<file path="config.mk">
export PLATFORM = sky130hd
export DESIGN_NAME = tree_multiplier_csa_pipelined
export DESIGN_NICKNAME = d
export VERILOG_FILES = /design/src/rtl/tree_multiplier_csa_pipelined_pkg.sv /design/src/rtl/csa_mult_core.sv /design/src/rtl/tree_multiplier_csa_pipelined.sv
export SDC_FILE = /design/constraint.sdc
export NUM_CORES = 2
export LEC_CHECK = 0
export CAP_MARGIN = 10
export CORE_ASPECT_RATIO = 1.25
export CORE_MARGIN = 1.5
export CORE_UTILIZATION = 30
export CTS_CLUSTER_SIZE = 28
export DETAILED_ROUTE_END_ITERATION = 7
export PLACE_DENSITY = 0.47
export SLEW_MARGIN = 20
export SYNTH_ARGS = -nofsm -noshare
export SYNTH_HDL_FRONTEND = slang
export SYNTH_SLANG_ARGS = --single-unit
</file>
<file path="constraint.sdc">
create_clock -name clk -period 11.6 [get_ports clk]
set_clock_uncertainty 0.1 [all_clocks]
set_input_delay 2.32 -clock clk [delete_from_list [all_inputs] [get_ports clk]]
set_output_delay 2.32 -clock clk [all_outputs]
set_load 0.03 [all_outputs]
</file>
<file path="src/rtl/tree_multiplier_csa_pipelined_pkg.sv">
// mult_pkg: shared defaults and elaboration-time helpers for the CSA tree multiplier.
//   DEF_WIDTH / DEF_STAGES / DEF_DIV : default operand width, pipeline depth, issue interval
//   result_width()                   : product width for a given operand width
//   csa_next_rows / csa_rows_at / csa_levels : row counts through the 3:2 reduction tree
package mult_pkg;

    localparam int unsigned DEF_WIDTH  = 32;
    localparam int unsigned DEF_STAGES = 2;
    localparam int unsigned DEF_DIV    = 4;

    // Exact product width for two WIDTH-bit operands.
    function automatic int unsigned result_width(input int unsigned width);
        return 2 * width;
    endfunction

    // Rows left after one layer of 3:2 compressors over n rows.
    function automatic int unsigned csa_next_rows(input int unsigned n);
        return (n / 3) * 2 + (n % 3);
    endfunction

    // Rows present at tree level lvl, starting from n0 partial products.
    function automatic int unsigned csa_rows_at(input int unsigned n0, input int unsigned lvl);
        int unsigned n;
        n = n0;
        for (int unsigned i = 0; i < lvl; i++) begin
            n = csa_next_rows(n);
        end
        return n;
    endfunction

    // Number of compressor layers needed to reach two rows.
    function automatic int unsigned csa_levels(input int unsigned n0);
        int unsigned n;
        int unsigned k;
        n = n0;
        k = 0;
        while (n > 2) begin
            n = csa_next_rows(n);
            k = k + 1;
        end
        return k;
    endfunction

endpackage

</file>
<file path="src/rtl/csa_mult_core.sv">
// csa_mult_core: combinational signed/unsigned multiplier built from a
// carry-save (3:2 compressor) reduction tree and a final carry-propagate add.
//   a         : multiplicand, WIDTH bits
//   b         : multiplier, WIDTH bits
//   is_signed : 1 = two's-complement operands, 0 = unsigned
//   product   : exact 2*WIDTH-bit product
module csa_mult_core
    import mult_pkg::*;
#(
    parameter int unsigned WIDTH = DEF_WIDTH
) (
    input  logic [WIDTH-1:0]               a,
    input  logic [WIDTH-1:0]               b,
    input  logic                           is_signed,
    output logic [result_width(WIDTH)-1:0] product
);

    localparam int unsigned PW   = result_width(WIDTH);
    localparam int unsigned NPP  = WIDTH + 1;
    localparam int unsigned NLVL = csa_levels(NPP);

    logic [PW-1:0] a_ext;
    logic          neg_row;

    // tree[l][r]: row r at reduction level l; rows past the live count are tied to zero.
    logic [PW-1:0] tree [NLVL+1][NPP];

    // Extend the multiplicand to full product width so every row is exact mod 2^PW.
    assign a_ext   = is_signed ? {{WIDTH{a[WIDTH-1]}}, a} : {{WIDTH{1'b0}}, a};
    // In signed mode the multiplier MSB carries weight -2^(WIDTH-1): that row is negated.
    assign neg_row = is_signed & b[WIDTH-1];

    // Partial products for the non-negative multiplier bits.
    for (genvar r = 0; r < WIDTH - 1; r++) begin : g_pp
        assign tree[0][r] = b[r] ? (a_ext << r) : '0;
    end

    // MSB row: negation is done as one's complement here plus a +1 correction row.
    assign tree[0][WIDTH-1] = !b[WIDTH-1] ? '0 :
                              neg_row     ? ~(a_ext << (WIDTH - 1)) :
                                            (a_ext << (WIDTH - 1));
    assign tree[0][WIDTH]   = PW'(neg_row);

    // Each level compresses groups of three rows into sum + shifted carry.
    for (genvar l = 1; l <= NLVL; l++) begin : g_lvl
        localparam int unsigned NP = csa_rows_at(NPP, l - 1);
        localparam int unsigned NG = NP / 3;
        localparam int unsigned NO = csa_rows_at(NPP, l);

        for (genvar g = 0; g < NG; g++) begin : g_csa
            logic [PW-1:0] x;
            logic [PW-1:0] y;
            logic [PW-1:0] z;
            assign x = tree[l-1][3*g];
            assign y = tree[l-1][3*g+1];
            assign z = tree[l-1][3*g+2];
            assign tree[l][2*g]   = x ^ y ^ z;
            // Carry out of the top bit is beyond 2^PW and safely dropped.
            assign tree[l][2*g+1] = ((x & y) | (x & z) | (y & z)) << 1;
        end

        for (genvar r = 0; r < NP - 3 * NG; r++) begin : g_pass
            assign tree[l][2*NG+r] = tree[l-1][3*NG+r];
        end

        for (genvar r = NO; r < NPP; r++) begin : g_zero
            assign tree[l][r] = '0;
        end
    end

    // Final carry-propagate addition of the two surviving rows.
    assign product = tree[NLVL][0] + tree[NLVL][1];

endmodule

</file>
<file path="src/rtl/tree_multiplier_csa_pipelined.sv">
// tree_multiplier_csa_pipelined: rate-controlled, pipelined CSA-tree multiplier
// with valid/ready handshakes. A tick enable (one per DIV clocks) shifts a chain
// of STAGES result slots; the last slot drives the output.
//   clk        : single clock, rising edge
//   rst        : synchronous active-high reset
//   in_valid   : operand pair present
//   in_ready   : operand pair accepted this cycle when in_valid is high
//   in_a, in_b : WIDTH-bit operands
//   in_signed  : 1 = two's-complement, 0 = unsigned (sampled with the operands)
//   out_valid  : out_result holds a product
//   out_ready  : consumer takes the product
//   out_result : 2*WIDTH-bit product
module tree_multiplier_csa_pipelined
    import mult_pkg::*;
#(
    parameter int unsigned WIDTH  = DEF_WIDTH,
    parameter int unsigned STAGES = DEF_STAGES,
    parameter int unsigned DIV    = DEF_DIV
) (
    input  logic                           clk,
    input  logic                           rst,
    input  logic                           in_valid,
    output logic                           in_ready,
    input  logic [WIDTH-1:0]               in_a,
    input  logic [WIDTH-1:0]               in_b,
    input  logic                           in_signed,
    output logic                           out_valid,
    input  logic                           out_ready,
    output logic [result_width(WIDTH)-1:0] out_result
);

    localparam int unsigned RW = result_width(WIDTH);

    logic          tick_c;
    logic          stall_c;
    logic          advance_c;
    logic [RW-1:0] core_prod;

    logic [STAGES-1:0] vld_q;
    logic [STAGES-1:0] vld_d;
    logic [RW-1:0]     prod_q [STAGES];
    logic [RW-1:0]     prod_d [STAGES];

    // Combinational product feeding the first slot.
    csa_mult_core #(
        .WIDTH(WIDTH)
    ) u_core (
        .a        (in_a),
        .b        (in_b),
        .is_signed(in_signed),
        .product  (core_prod)
    );

    // Issue-rate enable: free-running counter, never gated by stalls.
    if (DIV == 1) begin : g_no_div
        assign tick_c = 1'b1;
    end else begin : g_div
        localparam int unsigned CW = $clog2(DIV);

        logic [CW-1:0] div_cnt_q;
        logic [CW-1:0] div_cnt_d;

        always_comb begin
            div_cnt_d = div_cnt_q + CW'(1);
            if (div_cnt_q == CW'(DIV - 1)) begin
                div_cnt_d = '0;
            end
        end

        always_ff @(posedge clk) begin
            if (rst) begin
                div_cnt_q <= '0;
            end else begin
                div_cnt_q <= div_cnt_d;
            end
        end

        assign tick_c = (div_cnt_q == CW'(DIV - 1));
    end

    // A held, untaken product blocks the whole chain.
    assign stall_c   = vld_q[STAGES-1] & ~out_ready;
    assign advance_c = tick_c & ~stall_c;
    assign in_ready  = advance_c;

    // Slot chain next state: shift on advance, otherwise only retire a taken output.
    always_comb begin
        vld_d  = vld_q;
        prod_d = prod_q;
        if (advance_c) begin
            vld_d[0]  = in_valid;
            prod_d[0] = core_prod;
            for (int unsigned k = 1; k < STAGES; k++) begin
                vld_d[k]  = vld_q[k-1];
                prod_d[k] = prod_q[k-1];
            end
        end else if (vld_q[STAGES-1] && out_ready) begin
            vld_d[STAGES-1] = 1'b0;
        end
    end

    // Slot chain registers.
    always_ff @(posedge clk) begin
        if (rst) begin
            vld_q  <= '0;
            prod_q <= '{default: '0};
        end else begin
            vld_q  <= vld_d;
            prod_q <= prod_d;
        end
    end

    assign out_valid  = vld_q[STAGES-1];
    assign out_result = prod_q[STAGES-1];

endmodule

</file>
## Word level (Yosys, flattened, before mapping)

Index checks and enable logic that the tools add are counted.

- Flip-flop bits (word level): 132
- Bits of input ports: 69
- Output and inout bits: 66
- Word-level logic and storage cells: 270

- $add $sub $neg: 2
- Eq/ne operators: 1
- Muxes and demuxes: 36
- Bitwise gates (word level): 223
- Reductions and logical operators: 3

Operators with widths:

| operator | count |
|---|---|
| $and 63x63->63 | 91 |
| $or 63x63->63 | 62 |
| $xor 64x64->64 | 61 |
| $mux 64 | 34 |
| $and 63x1->63 | 2 |
| $add 64x64->64 | 1 |
| $not 64->64 | 1 |
| $xor 64x1->64 | 1 |
| $and 1x1->1 | 3 |
| $add 2x1->2 const B | 1 |
| $eq 2x2->1 const B | 1 |
| $mux 1 | 2 |
| $not 1->1 | 2 |
| $reduce_bool 2->1 | 1 |
| $reduce_or 2->1 | 1 |
| $logic_and 1x1->1 | 1 |

## Depth between registers and ports, before layout

- Depth after elaboration: 27
- Mapped depth: 30
- Gate-level depth less buffers: 26

## Modules after synthesis

From an unflattened synthesis, not the netlist that was laid out.

- Cells, all modules: 4635
- Area total of the unflattened synthesis: 43536.8 um2

By module, submodules not included:

| module | instances | cells an instance | area each (um2) | sequential area each (um2) |
|---|---|---|---|---|
| csa_mult_core | 1 | 4058 | 37771.2 | 0.0 |
| tree_multiplier_csa_pipelined | 1 | 577 | 5765.5 | 2642.5 |

## Worst setup path before layout

Ideal clock, no wire load.

- Path kind: input port to flip-flop
- From: in in_signed
- To: reg prod_q[127] (netlist bit)
- Library setup time: 0.123 ns
- Data arrival time: 9.954 ns
- Data required time: 11.377 ns
- Setup slack: 1.423 ns
- Cell stages on the path: 25
- Buffers on the path: 5
- Path through: clkbuf_1 and2_1 clkbuf_1 clkbuf_1 nand2_1 fa_1 maj3_1 buf_2 o21ai_0 fa_1 fa_1 inv_1 fa_1 fa_1 inv_1 fa_1 ha_1 clkbuf_1 a21oi_1 or4b_2 a31oi_1 o221ai_1 a21oi_1 nor3_1 nand3b_1

- Word-level cells in the longest chain between the ends: 27
- Elaborated cells on any way between the ends: 254
- Classes of those cells: add/sub: 1; mux: 34; bitwise: 219

Ends and longest elaborated chain:

| item | RTL line | text |
|---|---|---|
| from (decl) | tree_multiplier_csa_pipelined.sv:26 | `input logic in_signed,` |
| $mux 64 | csa_mult_core.sv:29 | `assign a_ext = is_signed ? {{WIDTH{a[WIDTH-1]}}, a} : {{WIDTH{1'b0}}, a};` |
| $mux 64 | csa_mult_core.sv:35 | `assign tree[0][r] = b[r] ? (a_ext << r) : '0;` |
| $and 63x63->63 | csa_mult_core.sv:59 | `assign tree[l][2*g+1] = ((x & y) \| (x & z) \| (y & z)) << 1;` |
| $or 63x63->63 (2 in series) | csa_mult_core.sv:59 |  |
| $and 63x63->63 | csa_mult_core.sv:59 |  |
| $or 63x63->63 (2 in series) | csa_mult_core.sv:59 |  |
| $and 63x63->63 | csa_mult_core.sv:59 |  |
| $or 63x63->63 (2 in series) | csa_mult_core.sv:59 |  |
| [... 4 more ...] | -- |  |
| $or 63x63->63 (2 in series) | csa_mult_core.sv:59 |  |
| $and 63x63->63 | csa_mult_core.sv:59 |  |
| $or 63x63->63 (2 in series) | csa_mult_core.sv:59 |  |
| $and 63x63->63 | csa_mult_core.sv:59 |  |
| $or 63x63->63 (2 in series) | csa_mult_core.sv:59 |  |
| $and 63x63->63 | csa_mult_core.sv:59 |  |
| $or 63x63->63 (2 in series) | csa_mult_core.sv:59 |  |
| $add 64x64->64 * | csa_mult_core.sv:72 | `assign product = tree[NLVL][0] + tree[NLVL][1];` |
| to (signal assigned) | tree_multiplier_csa_pipelined.sv:109 | `prod_q <= prod_d;` |
| to (decl) | tree_multiplier_csa_pipelined.sv:41 | `logic [RW-1:0] prod_q [STAGES];` |

Mark *: on every way between the ends. The rest lies on a longest branch, timed or not.
A chain may end at the register's enable or synchronous reset.

## Final worst setup path

- From: in in_b[7]
- To: reg prod_q[126] (netlist bit)

- Word-level cells in the longest chain between the ends: 25
- Elaborated cells on any way between the ends: 73
- Classes of those cells: add/sub: 1; mux: 1; bitwise: 71

Ends and longest elaborated chain:

| item | RTL line | text |
|---|---|---|
| from (decl) | tree_multiplier_csa_pipelined.sv:25 | `input logic [WIDTH-1:0] in_b,` |
| $mux 64 * | csa_mult_core.sv:35 |  |
| $and 63x63->63 | csa_mult_core.sv:59 |  |
| $or 63x63->63 (2 in series) | csa_mult_core.sv:59 |  |
| $and 63x63->63 | csa_mult_core.sv:59 |  |
| $or 63x63->63 (2 in series) | csa_mult_core.sv:59 |  |
| $xor 64x64->64 / $and 63x63->63 (equally long branches) | csa_mult_core.sv:57, csa_mult_core.sv:59 |  |
| $xor 64x64->64 / $or 63x63->63 (equally long branches) | csa_mult_core.sv:57, csa_mult_core.sv:59 |  |
| $and 63x63->63 / $or 63x63->63 (equally long branches) | csa_mult_core.sv:59 |  |
| [... 3 more ...] | -- |  |
| $or 63x63->63 / $xor 64x64->64 (equally long branches) (2 in series) | csa_mult_core.sv:59, csa_mult_core.sv:57 |  |
| $and 63x63->63 | csa_mult_core.sv:59 |  |
| $or 63x63->63 (2 in series) | csa_mult_core.sv:59 |  |
| $and 63x63->63 | csa_mult_core.sv:59 |  |
| $or 63x63->63 (2 in series) | csa_mult_core.sv:59 |  |
| $and 63x63->63 | csa_mult_core.sv:59 |  |
| $or 63x63->63 (2 in series) | csa_mult_core.sv:59 |  |
| $add 64x64->64 * | csa_mult_core.sv:72 |  |

Marks and branches as above.

==> results.md <==
| Result | This run |
|:---|:---|
| Highest Clock Rate | 94.6 MHz |
| Slew Limit Headroom | 38.0% |
| DP Area | 45,800 um2 |
| Main combinational cell family by area after synthesis | adder cells |
| Clock tree from TritonCTS | built |
| Syn Area/Cell | 9.10 um2 |
| Cts bufs inserted | 17 |
| Number of fill cells in the layout | 14,800 |
| Layout cells sized above 1 | 3.75% |
| Largest net degree at the start of global routing | 75 |
| Post-place setup slack | 0.507 ns |
| Vias | 29,700 |
| CTS H-tree depth | 4 |
| Sequential share of the synthesized area | 6.18% |
| Clock Latency Late Sink | 0.43 ns |
| Number of distinct library cells after synthesis | 77 |
| Max-slew violations | 0 |
| Most frequent cells in the layout | sky130_fd_sc_hd__fa_1, sky130_fd_sc_hd__inv_1, sky130_fd_sc_hd__nand2_1, sky130_fd_sc_hd__and2_1, sky130_fd_sc_hd__ha_1 |
| Area fraction in compound gates after synthesis | 5.13% |
| Critical path type | primary input to register |
| Post-synth top flop | sky130_fd_sc_hd__dfxtp_1 |
| Post-synthesis share of cell area spent on full adders, half adders and majority gates | 56.7% |
| Final Instance Count excl. Fillers | 6,516 |
| Setup violators final | 0 |
| Final clock period utilization by the worst path | 91.2% |
| MaxCap Viol Count | 0 |
| Remaining design rule violation count | 0 |
| Most common cell after layout, fill and taps aside | sky130_fd_sc_hd__fa_1 |
| Terminating pin of the worst hold path | g_div.div_cnt_q[0] |
| Starting density of the core | 30.3% |
| Sum of negative setup slack | 0 ns |
| CP Data Arrival Time | 10.77 ns |
| Share of synthesized cell area in and, or, nand and nor gates | 17.0% |
| Cell row count | 154 |
| Proportion of synthesized flip-flops having asynchronous set or reset | 0% |
| Die extent in y | 425 um |
| Worst-path clk slew | 0.06 ns |
| End of the worst register-to-register path | prod_q[111] |
| Total routing usage reported by global routing | 18.1% |
| Number of iterations in the first detailed-routing pass | 5 |
| Hold-fix buffers, CTS | 0 |
| GRT overflow | 0 |
| Kind of start point of the critical path | primary input |
| Hold/Removal Path Class | register to register |
| Starting DRC count in detailed routing | 1,130 |
| Critical path capture point type | register |
| Routability congestion estimate from global placement | 0.840 |
| Buffers inserted during post-CTS setup optimization | 0 |
| Antenna violation net count after detailed routing | 0 |
| Reg2reg start | g_div.div_cnt_q[0] |
| Yosys warning count | 0 |
| First-pass GRT wire length | 199 mm |
| Reg-to-reg setup timing slack | 8.92 ns |
| Endpoint required time on the critical path | 11.79 ns |
| EDFF count, synth | 0 |
| RSZ-0062 raised after global routing | no |
| Core region area | 141,000 um2 |
| Routed WL per cell | 19.3 um |
| Area share of the leading cell type in the synthesized netlist | 50.7% |
| Layout overhead on the synthesized area | 8.70% |
| TritonCTS sink count | 132 |
| FF/Latch Area | 2640 um2 |
| Fin nets | 5,978 |
| Via count of the first global-routing pass | 34,200 |
| Hold Vio Cnt, Final | 0 |
| Avg Vias per Cell | 4.55 |
| Hold-critical path depth | 1 |
| Cell count after placement | 6,482 |
| Area taken by multi-input logic gates | 34,800 um2 |
| Post-route design area | 46,400 um2 |
| Min Tclk post-route | 10.58 ns |
| CTS max path bufs | 2 |
| Yosys reg bits | 132 |
| Detailed-route wire length | 126 mm |
| Final worst-path setup slack | 1.02 ns |
| Dominant cells by area after synthesis | sky130_fd_sc_hd__fa_1, sky130_fd_sc_hd__and2_1, sky130_fd_sc_hd__inv_1 |
| Syn Std Cell Area | 42,700 um2 |
| Number of antenna violations at the first check in global routing | 9 |
| Die Footprint | 145,000 um2 |
| Fraction of synthesized area in multiplexers | 0% |
| HPWL Detailed | 107 mm |
| Cell type with the highest aggregate area in the netlist | sky130_fd_sc_hd__fa_1 |
| Path depth of the worst reg2reg path | 8 |
| Number of buffers inserted by port buffering | 134 |
| Status | complete, no violations |
| CTS Root Cell | sky130_fd_sc_hd__clkbuf_16 |
| Horizontal die dimension | 341 um |
| Maximum fanout along the worst path | 17 |
| Fraction of synthesized cell area in xor and xnor cells | 2.46% |
| Post-Syn Instances | 4,694 |
| Number of top-level pins | 135 |
| Slew at the pin with the worst max-slew slack | 0.927 ns |
| Critical hold path startpoint | g_div.div_cnt_q[0] |
| Post-cts gate resize count | 0 |
[cells by family after synthesis]
kind of cell             Yosys count
AO/OA/AOI/OAI                    349
flip-flops                       132
other                              1
adder cells (fa/ha/maj)         1290
AND/OR/NAND/NOR                 1455
buffers and inverters           1347
XOR/XNOR                         120
[synthesized netlist by cell type, types with 3 or more instances]
master                     instances
sky130_fd_sc_hd__o211ai_1          8
sky130_fd_sc_hd__o21bai_1         12
sky130_fd_sc_hd__inv_1          1014
sky130_fd_sc_hd__buf_2             7
sky130_fd_sc_hd__buf_1            12
sky130_fd_sc_hd__o21ai_1           6
sky130_fd_sc_hd__nand4_1          12
sky130_fd_sc_hd__xnor2_1          54
sky130_fd_sc_hd__nand2_1         689
sky130_fd_sc_hd__or2_2             3
sky130_fd_sc_hd__nand2b_1          6
sky130_fd_sc_hd__maj3_1           10
sky130_fd_sc_hd__and3_1           16
sky130_fd_sc_hd__nor3_1           11
sky130_fd_sc_hd__o21ai_0          45
sky130_fd_sc_hd__buf_4            65
sky130_fd_sc_hd__o21a_1            6
sky130_fd_sc_hd__a31oi_1          11
sky130_fd_sc_hd__a21boi_0          4
sky130_fd_sc_hd__fa_1           1082
sky130_fd_sc_hd__a21oi_1         168
sky130_fd_sc_hd__o311ai_0          3
sky130_fd_sc_hd__o31ai_1           3
sky130_fd_sc_hd__and4_1            3
sky130_fd_sc_hd__xor2_1           66
sky130_fd_sc_hd__nand3_1          20
sky130_fd_sc_hd__dfxtp_1         132
sky130_fd_sc_hd__nor2_1           38
sky130_fd_sc_hd__clkbuf_1        246
sky130_fd_sc_hd__a21o_1           33
sky130_fd_sc_hd__nor2b_1          10
sky130_fd_sc_hd__nor4b_1           3
sky130_fd_sc_hd__a211oi_1         13
sky130_fd_sc_hd__and2_1          634
sky130_fd_sc_hd__ha_1            198
[routing by layer]
metal / global-route usage (%) / vias to the layer above / share of wire [%]
met5: 0 / - / 0.028
li1: - / 13400 / -
met1: 19.5 / 15700 / 37
met2: 36.0 / 423 / 57
met3: 1.14 / 178 / 1.9
met4: 7.16 / 6 / 4.3
[area by class of cell]
| class | count | area share [%] |
|---|---|---|
| Tap cell | 1872 | 5.04 |
| Sequential cell | 132 | 5.69 |
| Antenna cell | 3 | 0.0162 |
| Inverter | 1015 | 8.21 |
| Clock inverter | 13 | 0.369 |
| Multi-Input combinational cell | 3216 | 74.9 |
| Clock buffer | 18 | 0.946 |
| Timing Repair Buffer | 247 | 4.84 |
[worst max path at each step]
stage,cells past startpoint,start,slack (ns),to
6_report,25,in_b[7],1.02,prod_q[126]
5_1_grt,26,in_a[5],0.59,prod_q[126]
4_1_cts,25,in_b[7],0.96,prod_q[126]
3_5_place_dp,25,in_b[7],0.51,prod_q[126]
3_3_place_gp,25,in_b[7],0.57,prod_q[126]
2_1_floorplan,25,in_signed,1.42,prod_q[127]
[flip-flops by register name, summed over array words and instances (netlist names)]
signal / count
g_div.div_cnt_q: 2
vld_q: 2
out_result: 64
prod_q: 64
[critical path: stages]
cell and delay [ns]:
sky130_fd_sc_hd__clkdlybuf4s50_1 1.02, sky130_fd_sc_hd__buf_4 0.29, sky130_fd_sc_hd__nand2_1 0.10, sky130_fd_sc_hd__fa_1 0.55, sky130_fd_sc_hd__maj3_1 0.60, sky130_fd_sc_hd__xnor2_1 0.35
sky130_fd_sc_hd__xnor2_1 0.14, sky130_fd_sc_hd__fa_1 0.69, sky130_fd_sc_hd__inv_1 0.26, sky130_fd_sc_hd__fa_1 0.54, sky130_fd_sc_hd__inv_1 0.05, sky130_fd_sc_hd__fa_1 0.44
sky130_fd_sc_hd__fa_1 0.49, sky130_fd_sc_hd__inv_1 0.05, sky130_fd_sc_hd__fa_1 0.43, sky130_fd_sc_hd__ha_1 0.44, sky130_fd_sc_hd__a21o_1 0.23, sky130_fd_sc_hd__a221o_1 0.32
sky130_fd_sc_hd__a21oi_1 0.13, sky130_fd_sc_hd__o21ai_0 0.19, sky130_fd_sc_hd__a2111oi_2 0.50, sky130_fd_sc_hd__nor2_1 0.16, sky130_fd_sc_hd__a21oi_1 0.18, sky130_fd_sc_hd__xor2_1 0.16
sky130_fd_sc_hd__o21ai_0 0.08
[stage by stage]
step / util [%] / hold slack, ns
2_1_floorplan: - / 0.308
3_3_place_gp: 32.4 / 0.321
3_5_place_dp: 32.4 / 0.327
4_1_cts: 32.9 / 0.336
5_1_grt: 32.9 / 0.361
6_report: 32.9 / 0.333
Power is not shown: default switching activity piles up to over one toggle a cycle in this logic, so the estimate is an artifact.
